--- src/rtl/sonar_pkg.sv ---
// Shared definitions for the sonar trigger/echo controller: FSM state
// encodings, default timing constants and width helper functions.
package sonar_pkg;

  localparam int unsigned ST_W = 3;

  localparam logic [ST_W-1:0] ST_IDLE      = 3'd0;
  localparam logic [ST_W-1:0] ST_TRIG      = 3'd1;
  localparam logic [ST_W-1:0] ST_WAIT_RISE = 3'd2;
  localparam logic [ST_W-1:0] ST_MEASURE   = 3'd3;
  localparam logic [ST_W-1:0] ST_DONE      = 3'd4;
  localparam logic [ST_W-1:0] ST_HOLDOFF   = 3'd5;

  localparam int unsigned DEF_NUM_CH       = 4;
  localparam int unsigned DEF_CNT_W        = 16;
  localparam int unsigned DEF_TRIG_CYCLES  = 10;
  localparam int unsigned DEF_RISE_TIMEOUT = 1000;
  localparam int unsigned DEF_HOLDOFF      = 64;

  // Channel index width; a single channel still gets a 1-bit index.
  function automatic int unsigned ch_width(input int unsigned n);
    return (n > 1) ? $clog2(n) : 1;
  endfunction

  // Bits needed to represent the value v.
  function automatic int unsigned bits_for(input int unsigned v);
    return (v > 1) ? $clog2(v + 1) : 1;
  endfunction

  function automatic int unsigned max_u(input int unsigned a, input int unsigned b);
    return (a > b) ? a : b;
  endfunction

endpackage

--- src/rtl/sonar_echo_timer.sv ---
// Saturating up-counter with a limit compare; one instance is time-shared
// for trigger width, echo-rise timeout, echo length and holdoff timing.
module sonar_echo_timer #(
  parameter int unsigned W = 16
) (
  input  logic         clk_i,
  input  logic         rst_i,
  input  logic         load_i,
  input  logic [W-1:0] load_val_i,
  input  logic         inc_i,
  input  logic [W-1:0] limit_i,
  output logic [W-1:0] count_o,
  output logic         limit_hit_c
);

  logic [W-1:0] count_q, count_d;

  // Load has priority; increment stops at all-ones so the count never wraps.
  always_comb begin
    count_d = count_q;
    if (load_i) begin
      count_d = load_val_i;
    end else if (inc_i && (count_q != {W{1'b1}})) begin
      count_d = count_q + W'(1);
    end
  end

  // Count register.
  always_ff @(posedge clk_i) begin
    if (rst_i) count_q <= '0;
    else       count_q <= count_d;
  end

  assign count_o     = count_q;
  assign limit_hit_c = (count_q >= limit_i);

endmodule

--- src/rtl/sonar_trigger_ctrl.sv ---
// Round-robin ultrasonic trigger/echo controller. Fires one sensor at a
// time, times its echo-high interval and reports it with the channel index.
// Optional macro SONAR_ECHO_SYNC_EN adds a 2-flop synchronizer on ECHO.
module sonar_trigger_ctrl
  import sonar_pkg::*;
#(
  parameter int unsigned NUM_CH       = DEF_NUM_CH,
  parameter int unsigned CNT_W        = DEF_CNT_W,
  parameter int unsigned TRIG_CYCLES  = DEF_TRIG_CYCLES,
  parameter int unsigned RISE_TIMEOUT = DEF_RISE_TIMEOUT,
  parameter int unsigned ECHO_MAX     = (32'd1 << CNT_W) - 32'd1,
  parameter int unsigned HOLDOFF      = DEF_HOLDOFF
) (
  input  logic                          CLK,
  input  logic                          RESET,
  input  logic                          TRIG_EN,
  input  logic                          TRIG,
  input  logic [NUM_CH-1:0]             ECHO,
  output logic [NUM_CH-1:0]             SR_TRIG,
  output logic                          MEAS_RESET,
  output logic                          MEAS_READY,
  output logic                          MEAS_VALID,
  output logic                          MEAS_TIMEOUT,
  output logic [ch_width(NUM_CH)-1:0]   MEAS_CH,
  output logic [CNT_W-1:0]              MEAS_VALUE
);

  localparam int unsigned CH_W     = ch_width(NUM_CH);
  // DONE registers the result one cycle after WAIT_RISE exits, so the
  // rise limit is one short to land MEAS_VALID RISE_TIMEOUT clocks out.
  localparam int unsigned RISE_LIM = (RISE_TIMEOUT > 1) ? RISE_TIMEOUT - 1 : 1;
  localparam int unsigned TRIG_LIM = (TRIG_CYCLES > 0) ? TRIG_CYCLES : 1;
  localparam int unsigned HOLD_LIM = (HOLDOFF > 0) ? HOLDOFF : 1;
  localparam int unsigned TMR_W    = max_u(CNT_W, max_u(bits_for(RISE_LIM),
                                     max_u(bits_for(HOLD_LIM), bits_for(TRIG_LIM))));

  logic [NUM_CH-1:0] echo_s;

`ifdef SONAR_ECHO_SYNC_EN
  logic [NUM_CH-1:0] sync1_q, sync2_q;

  // Two-flop synchronizer for asynchronous echo inputs.
  always_ff @(posedge CLK) begin
    if (RESET) begin
      sync1_q <= '0;
      sync2_q <= '0;
    end else begin
      sync1_q <= ECHO;
      sync2_q <= sync1_q;
    end
  end
  assign echo_s = sync2_q;
`else
  assign echo_s = ECHO;
`endif

  logic [ST_W-1:0]   state_q, state_d;
  logic [CH_W-1:0]   ptr_q, ptr_d;
  logic [NUM_CH-1:0] sr_trig_q, sr_trig_d;
  logic              meas_reset_q, meas_reset_d;
  logic              ready_q, ready_d;
  logic              valid_q, valid_d;
  logic              tmo_q, tmo_d;
  logic              tmo_pend_q, tmo_pend_d;
  logic [CH_W-1:0]   ch_q, ch_d;
  logic [CNT_W-1:0]  value_q, value_d;

  logic              tmr_load, tmr_inc, tmr_hit;
  logic [TMR_W-1:0]  tmr_load_val, tmr_limit, tmr_count;
  logic              echo_sel;

  assign echo_sel = echo_s[ptr_q];

  sonar_echo_timer #(.W(TMR_W)) u_timer (
    .clk_i       (CLK),
    .rst_i       (RESET),
    .load_i      (tmr_load),
    .load_val_i  (tmr_load_val),
    .inc_i       (tmr_inc),
    .limit_i     (tmr_limit),
    .count_o     (tmr_count),
    .limit_hit_c (tmr_hit)
  );

  // Next-state, timer control and registered-output logic.
  always_comb begin
    state_d      = state_q;
    ptr_d        = ptr_q;
    sr_trig_d    = sr_trig_q;
    meas_reset_d = 1'b0;
    ready_d      = ready_q;
    valid_d      = 1'b0;
    tmo_d        = tmo_q;
    tmo_pend_d   = tmo_pend_q;
    ch_d         = ch_q;
    value_d      = value_q;
    tmr_load     = 1'b0;
    tmr_load_val = '0;
    tmr_inc      = 1'b0;
    tmr_limit    = TMR_W'(HOLD_LIM);

    case (state_q)
      ST_IDLE: begin
        if (TRIG && TRIG_EN) begin
          state_d      = ST_TRIG;
          sr_trig_d    = NUM_CH'(1) << ptr_q;
          meas_reset_d = 1'b1;
          ready_d      = 1'b0;
          tmr_load     = 1'b1;
          tmr_load_val = TMR_W'(1);
        end
      end
      ST_TRIG: begin
        tmr_limit = TMR_W'(TRIG_LIM);
        if (tmr_hit) begin
          state_d      = ST_WAIT_RISE;
          sr_trig_d    = '0;
          tmr_load     = 1'b1;
          tmr_load_val = TMR_W'(1);
        end else begin
          tmr_inc = 1'b1;
        end
      end
      ST_WAIT_RISE: begin
        tmr_limit = TMR_W'(RISE_LIM);
        if (echo_sel) begin
          state_d      = ST_MEASURE;
          tmr_load     = 1'b1;
          tmr_load_val = TMR_W'(1);
        end else if (tmr_hit) begin
          state_d      = ST_DONE;
          tmo_pend_d   = 1'b1;
          tmr_load     = 1'b1;
          tmr_load_val = '0;
        end else begin
          tmr_inc = 1'b1;
        end
      end
      ST_MEASURE: begin
        tmr_limit = TMR_W'(ECHO_MAX);
        if (!echo_sel) begin
          state_d    = ST_DONE;
          tmo_pend_d = 1'b0;
        end else if (tmr_hit) begin
          state_d    = ST_DONE;
          tmo_pend_d = 1'b1;
        end else begin
          tmr_inc = 1'b1;
        end
      end
      ST_DONE: begin
        valid_d      = 1'b1;
        value_d      = CNT_W'(tmr_count);
        tmo_d        = tmo_pend_q;
        ch_d         = ptr_q;
        ptr_d        = (ptr_q == CH_W'(NUM_CH - 1)) ? '0 : ptr_q + CH_W'(1);
        state_d      = ST_HOLDOFF;
        tmr_load     = 1'b1;
        tmr_load_val = TMR_W'(1);
      end
      ST_HOLDOFF: begin
        if (tmr_hit) begin
          state_d = ST_IDLE;
          ready_d = 1'b1;
        end else begin
          tmr_inc = 1'b1;
        end
      end
      default: begin
        state_d   = ST_IDLE;
        sr_trig_d = '0;
        ready_d   = 1'b1;
      end
    endcase
  end

  // State and output registers; reset aborts any measurement in flight.
  always_ff @(posedge CLK) begin
    if (RESET) begin
      state_q      <= ST_IDLE;
      ptr_q        <= '0;
      sr_trig_q    <= '0;
      meas_reset_q <= 1'b0;
      ready_q      <= 1'b1;
      valid_q      <= 1'b0;
      tmo_q        <= 1'b0;
      tmo_pend_q   <= 1'b0;
      ch_q         <= '0;
      value_q      <= '0;
    end else begin
      state_q      <= state_d;
      ptr_q        <= ptr_d;
      sr_trig_q    <= sr_trig_d;
      meas_reset_q <= meas_reset_d;
      ready_q      <= ready_d;
      valid_q      <= valid_d;
      tmo_q        <= tmo_d;
      tmo_pend_q   <= tmo_pend_d;
      ch_q         <= ch_d;
      value_q      <= value_d;
    end
  end

  assign SR_TRIG      = sr_trig_q;
  assign MEAS_RESET   = meas_reset_q;
  assign MEAS_READY   = ready_q;
  assign MEAS_VALID   = valid_q;
  assign MEAS_TIMEOUT = tmo_q;
  assign MEAS_CH      = ch_q;
  assign MEAS_VALUE   = value_q;

endmodule
--- config.mk ---
export PLATFORM = sky130hd
export DESIGN_NAME = sonar_trigger_ctrl
export DESIGN_NICKNAME = d
export VERILOG_FILES = /design/src/rtl/sonar_pkg.sv /design/src/rtl/sonar_echo_timer.sv /design/src/rtl/sonar_trigger_ctrl.sv
export SDC_FILE = /design/constraint.sdc
export NUM_CORES = 1
export LEC_CHECK = 0
export ABC_AREA = 1
export BUFFER_PORTS_ARGS = -buffer_cell sky130_fd_sc_hd__buf_2
export CAP_MARGIN = 30
export CORE_MARGIN = 2
export CORE_UTILIZATION = 35
export CTS_BUF_LIST = sky130_fd_sc_hd__clkbuf_4
export DETAILED_ROUTE_END_ITERATION = 16
export GPL_TIMING_DRIVEN = 0
export PLACE_DENSITY = 0.56
export SYNTH_ARGS = -nofsm -noshare
export SYNTH_HDL_FRONTEND = slang
export SYNTH_SLANG_ARGS = --single-unit
--- constraint.sdc ---
create_clock -name CLK -period 4.4 [get_ports CLK]
set_input_delay 0 -clock CLK [delete_from_list [all_inputs] [get_ports CLK]]
set_output_delay 0 -clock CLK [all_outputs]
set_load 0.005 [all_outputs]
==> metrics.yaml <==
grt_max_degree: 15
ys_seq_area_frac: 0.366
preCtsSetupSlack_ns: 1.64
grt_overflow_total: 0
grt_pass1_wl_um: 10700
hold_ws_ns: 0.0777
drv_slew: 0
drtPass1Iterations: 4
critPathArrivalTime_ns: 3.13
cts_setup_buffers: 0
routed_wl_um: 6290
ant_nets: 0
worst_path_max_delay_cell: "dfxtp_1"
cts_buffer_depth: 2
min_to: "state_q[1]$_SDFFE_PP0P_"
met2_usage: 0.264
path_cells: "inv_1, nand2_1, nor2_1, inv_1, nand2_1, inv_1, ha_1, nand2_1, inv_1, nand2_1, nand2_1, nand2_1, nand2_1, nand2_1, nand2_2, nand2_1, nand3_1, nor2_2, inv_2, buf_4, nor2_1"
reg2reg_slack_ns: 1.58
yosysMostFrequentCell: "nand2_1"
p_int_w: 0.000683
crit_required_ns: 4.71
regArea_um2: 961
met1_usage: 0.201
vias: 2425
multi_input_area_um2: 1420
cts_hold_buf: 3
grt_pass1_vias: 2310
fin_tns_setup_ns: 0
die_x_um: 90.6
rr_endpoint: "u_timer.count_o[9]$_SDFFE_PP0P_"
setup_viol: 0
seq_power_share: 0.433
vdd_drop_max_uv: 117
path_class: "reg2reg"
hold_class: "in2reg"
via_per_inst: 4.75
pin_count: 34
syn_to_final_growth_pct: 14.3
ff2ff_path_depth: 21
p_leak_nw: 1.43
cts_made_buffers: 5
outcome: "finished clean"
max_slew_margin: 0.578
antenna_found_initial: 0
end_kind: "flip-flop"
clkPwrFrac: 0.188
instances_no_fill: 510
synth_area_per_cell_um2: 7.15
synth.top_cell.area_share: 0.366
maxCapViolCount: 0
cts_tree: "done"
dp_cells: 499
synth_edf_count: 0
power_density_nw_per_um2: 378
coreArea_um2: 7250
min_path_cells: 7
max_stage_delay_ns: 0.36
initial_core_util: 0.362
fin_skew_ns: 0.0237
grt_usage: 0.160
synth.top_cells.by_count: "nand2_1 (69), nor2_1 (52), dfxtp_1 (48), inv_1 (46), a21oi_1 (31)"
n_antenna_cell: 0
netlist_instances: 367
die_area_um2: 8210
yosysWarningCount: 0
cts_htree_levels: 2
fmax_mhz: 354
num_rows: 31
p_sw_frac: 0.398
rsz0062_at_grt: "false"
worstSkewPairLatency_ns: 0.38
synth_top_area_cell: "dfxtp_1"
worst_slack_ns: 1.58
syn_area_um2: 2630
fin_nets: 439
ctsResizeCount: 0
postSynth.asyncResetShare: 0
synth_area_leaders: "dfxtp_1 (37%), ha_1 (10%), nand2_1 (9.9%), nor2_1 (7.4%), inv_1 (6.6%)"
port-buffer-count: 33
hold_viol: 0
use_met3: 0.0417
fillers: 787
synth-seq-cells: 48
ys.flop_type: "dfxtp_1"
drcViolationCount: 0
drt-initial-drc-count: 104
final_layout_size_suffix_gt1_frac: 0.156
gp_congestion: 0.863
routedWlPerCell_um: 12.3
clk_pin_slew_ns: 0.16
cpMostUsedCell: "nand2_1"
clockRootBuffer: "clkbuf_4"
p_switching_w: 0.000451
min_period_ns: 2.82
tightestPinTransition_ns: 0.633
start_kind: "flip-flop"
crit_path_max_fanout: 10
power.total_w: 0.00113
die_y_um: 90.6
syn_nets: 396
grt_busiest_layer: "met2"
hp-start: "TRIG"
r2r-start: "state_q[1]$_SDFFE_PP0P_"
power.share.combinational: 0.379
min_period_over_period: 0.642
cts_sinks: 48
ys_types: 26
dpl.hpwl_um: 4780
-- power by group through the flow --
stage / logic [W] / clock network, W / registers (W)
2_1_floorplan: 0.000318 / 0 / 0.000501
3_3_place_gp: 0.000426 / 0 / 0.000501
3_5_place_dp: 0.000426 / 0 / 0.000502
4_1_cts: 0.000432 / 0.000222 / 0.000492
5_1_grt: 0.000496 / 0.000240 / 0.000498
6_report: 0.000430 / 0.000214 / 0.000491
-- critical path: cells and delay by family, from the launching register on --
kind          cells  cell delay [ns]
flops             1             0.36
simple gates     14             1.50
fa+ha+maj         1             0.30
buf+inv           6             0.60
-- cell families (layout without fill, tap and decap cells) --
| group | after synthesis | count (layout) | synth area share |
|---|---|---|---|
| AND/OR/NAND/NOR | 168 | 168 | 0.295 |
| AO/OA/AOI/OAI | 65 | 65 | 0.127 |
| buffers and inverters | 59 | 103 | 0.0915 |
| flip-flops | 48 | 48 | 0.366 |
| adder cells (fa/ha/maj) | 21 | 21 | 0.100 |
| XOR/XNOR | 6 | 6 | 0.0200 |
-- registers in the layout (all words and copies together) (netlist names), 2 cells and up --
| name | cells |
|---|---|
| u_timer.count_o | 16 |
| SR_TRIG | 4 |
| MEAS_VALUE | 16 |
| MEAS_CH | 2 |
| ptr_q | 2 |
| state_q | 3 |
-- stage by stage --
| step | utilization | area, um^2 |
|---|---|---|
| floorplan | - | 2630 |
| global placement | 0.402 | 2910 |
| detailed placement | 0.402 | 2910 |
| CTS | 0.414 | 3000 |
| global route | 0.414 | 3000 |
| finish | 0.414 | 3000 |
-- cells in the final DEF (no fill, tap or decap) --
cell type and instances:
nand2_1 69, nor2_1 52, dfxtp_1 48, inv_1 46
buf_2 33, a21oi_1 31, o21ai_0 29, ha_1 21
nand3_1 19, clkbuf_1 7, nand2_2 6, xor2_1 6
clkbuf_4 6, nand4_1 5, nor2_2 4, nand3_2 4
nor3_1 4, inv_2 3, dlygate4sd3_1 3, buf_6 2
nor3_4 2, o211ai_1 2, and3_1 1, nor2_4 1
o21ai_1 1, a31oi_1 1, nand4_4 1, buf_4 1
a211oi_1 1, clkinv_1 1, clkinvlp_4 1
-- metal layers --
layer  routed length (um)  vias up  share of wire
met5                    0        -              0
met4                   68        0          0.011
met3                  279        6          0.044
met2                 2900       38           0.46
met1                 3040     1111           0.48
li1                     -     1270              -
-- final cells by class --
class / count / area share
multi-input combinational: 260 / 0.475
sequential: 48 / 0.320
timing repair buffer: 36 / 0.0651
inverter: 49 / 0.0613
tap: 99 / 0.0413
buffer: 10 / 0.0188
clock buffer: 6 / 0.0150
clock inverter: 2 / 0.00375
-- how the worst max path moves through the flow --
stage / startpoint / slack, ns / to
after floorplan: state_q[1]$_SDFFE_PP0P_ / 2.10 / u_timer.count_o[10]$_SDFFE_PP0P_
after global placement: state_q[1]$_SDFFE_PP0P_ / 1.64 / u_timer.count_o[15]$_SDFFE_PP0P_
after detailed placement: state_q[1]$_SDFFE_PP0P_ / 1.64 / u_timer.count_o[11]$_SDFFE_PP0P_
after CTS: state_q[1]$_SDFFE_PP0P_ / 1.57 / u_timer.count_o[11]$_SDFFE_PP0P_
after global routing: state_q[1]$_SDFFE_PP0P_ / 1.20 / SR_TRIG[1]$_SDFFE_PP0P_
final: state_q[1]$_SDFFE_PP0P_ / 1.58 / u_timer.count_o[9]$_SDFFE_PP0P_
(Power assumes the default switching activity.)
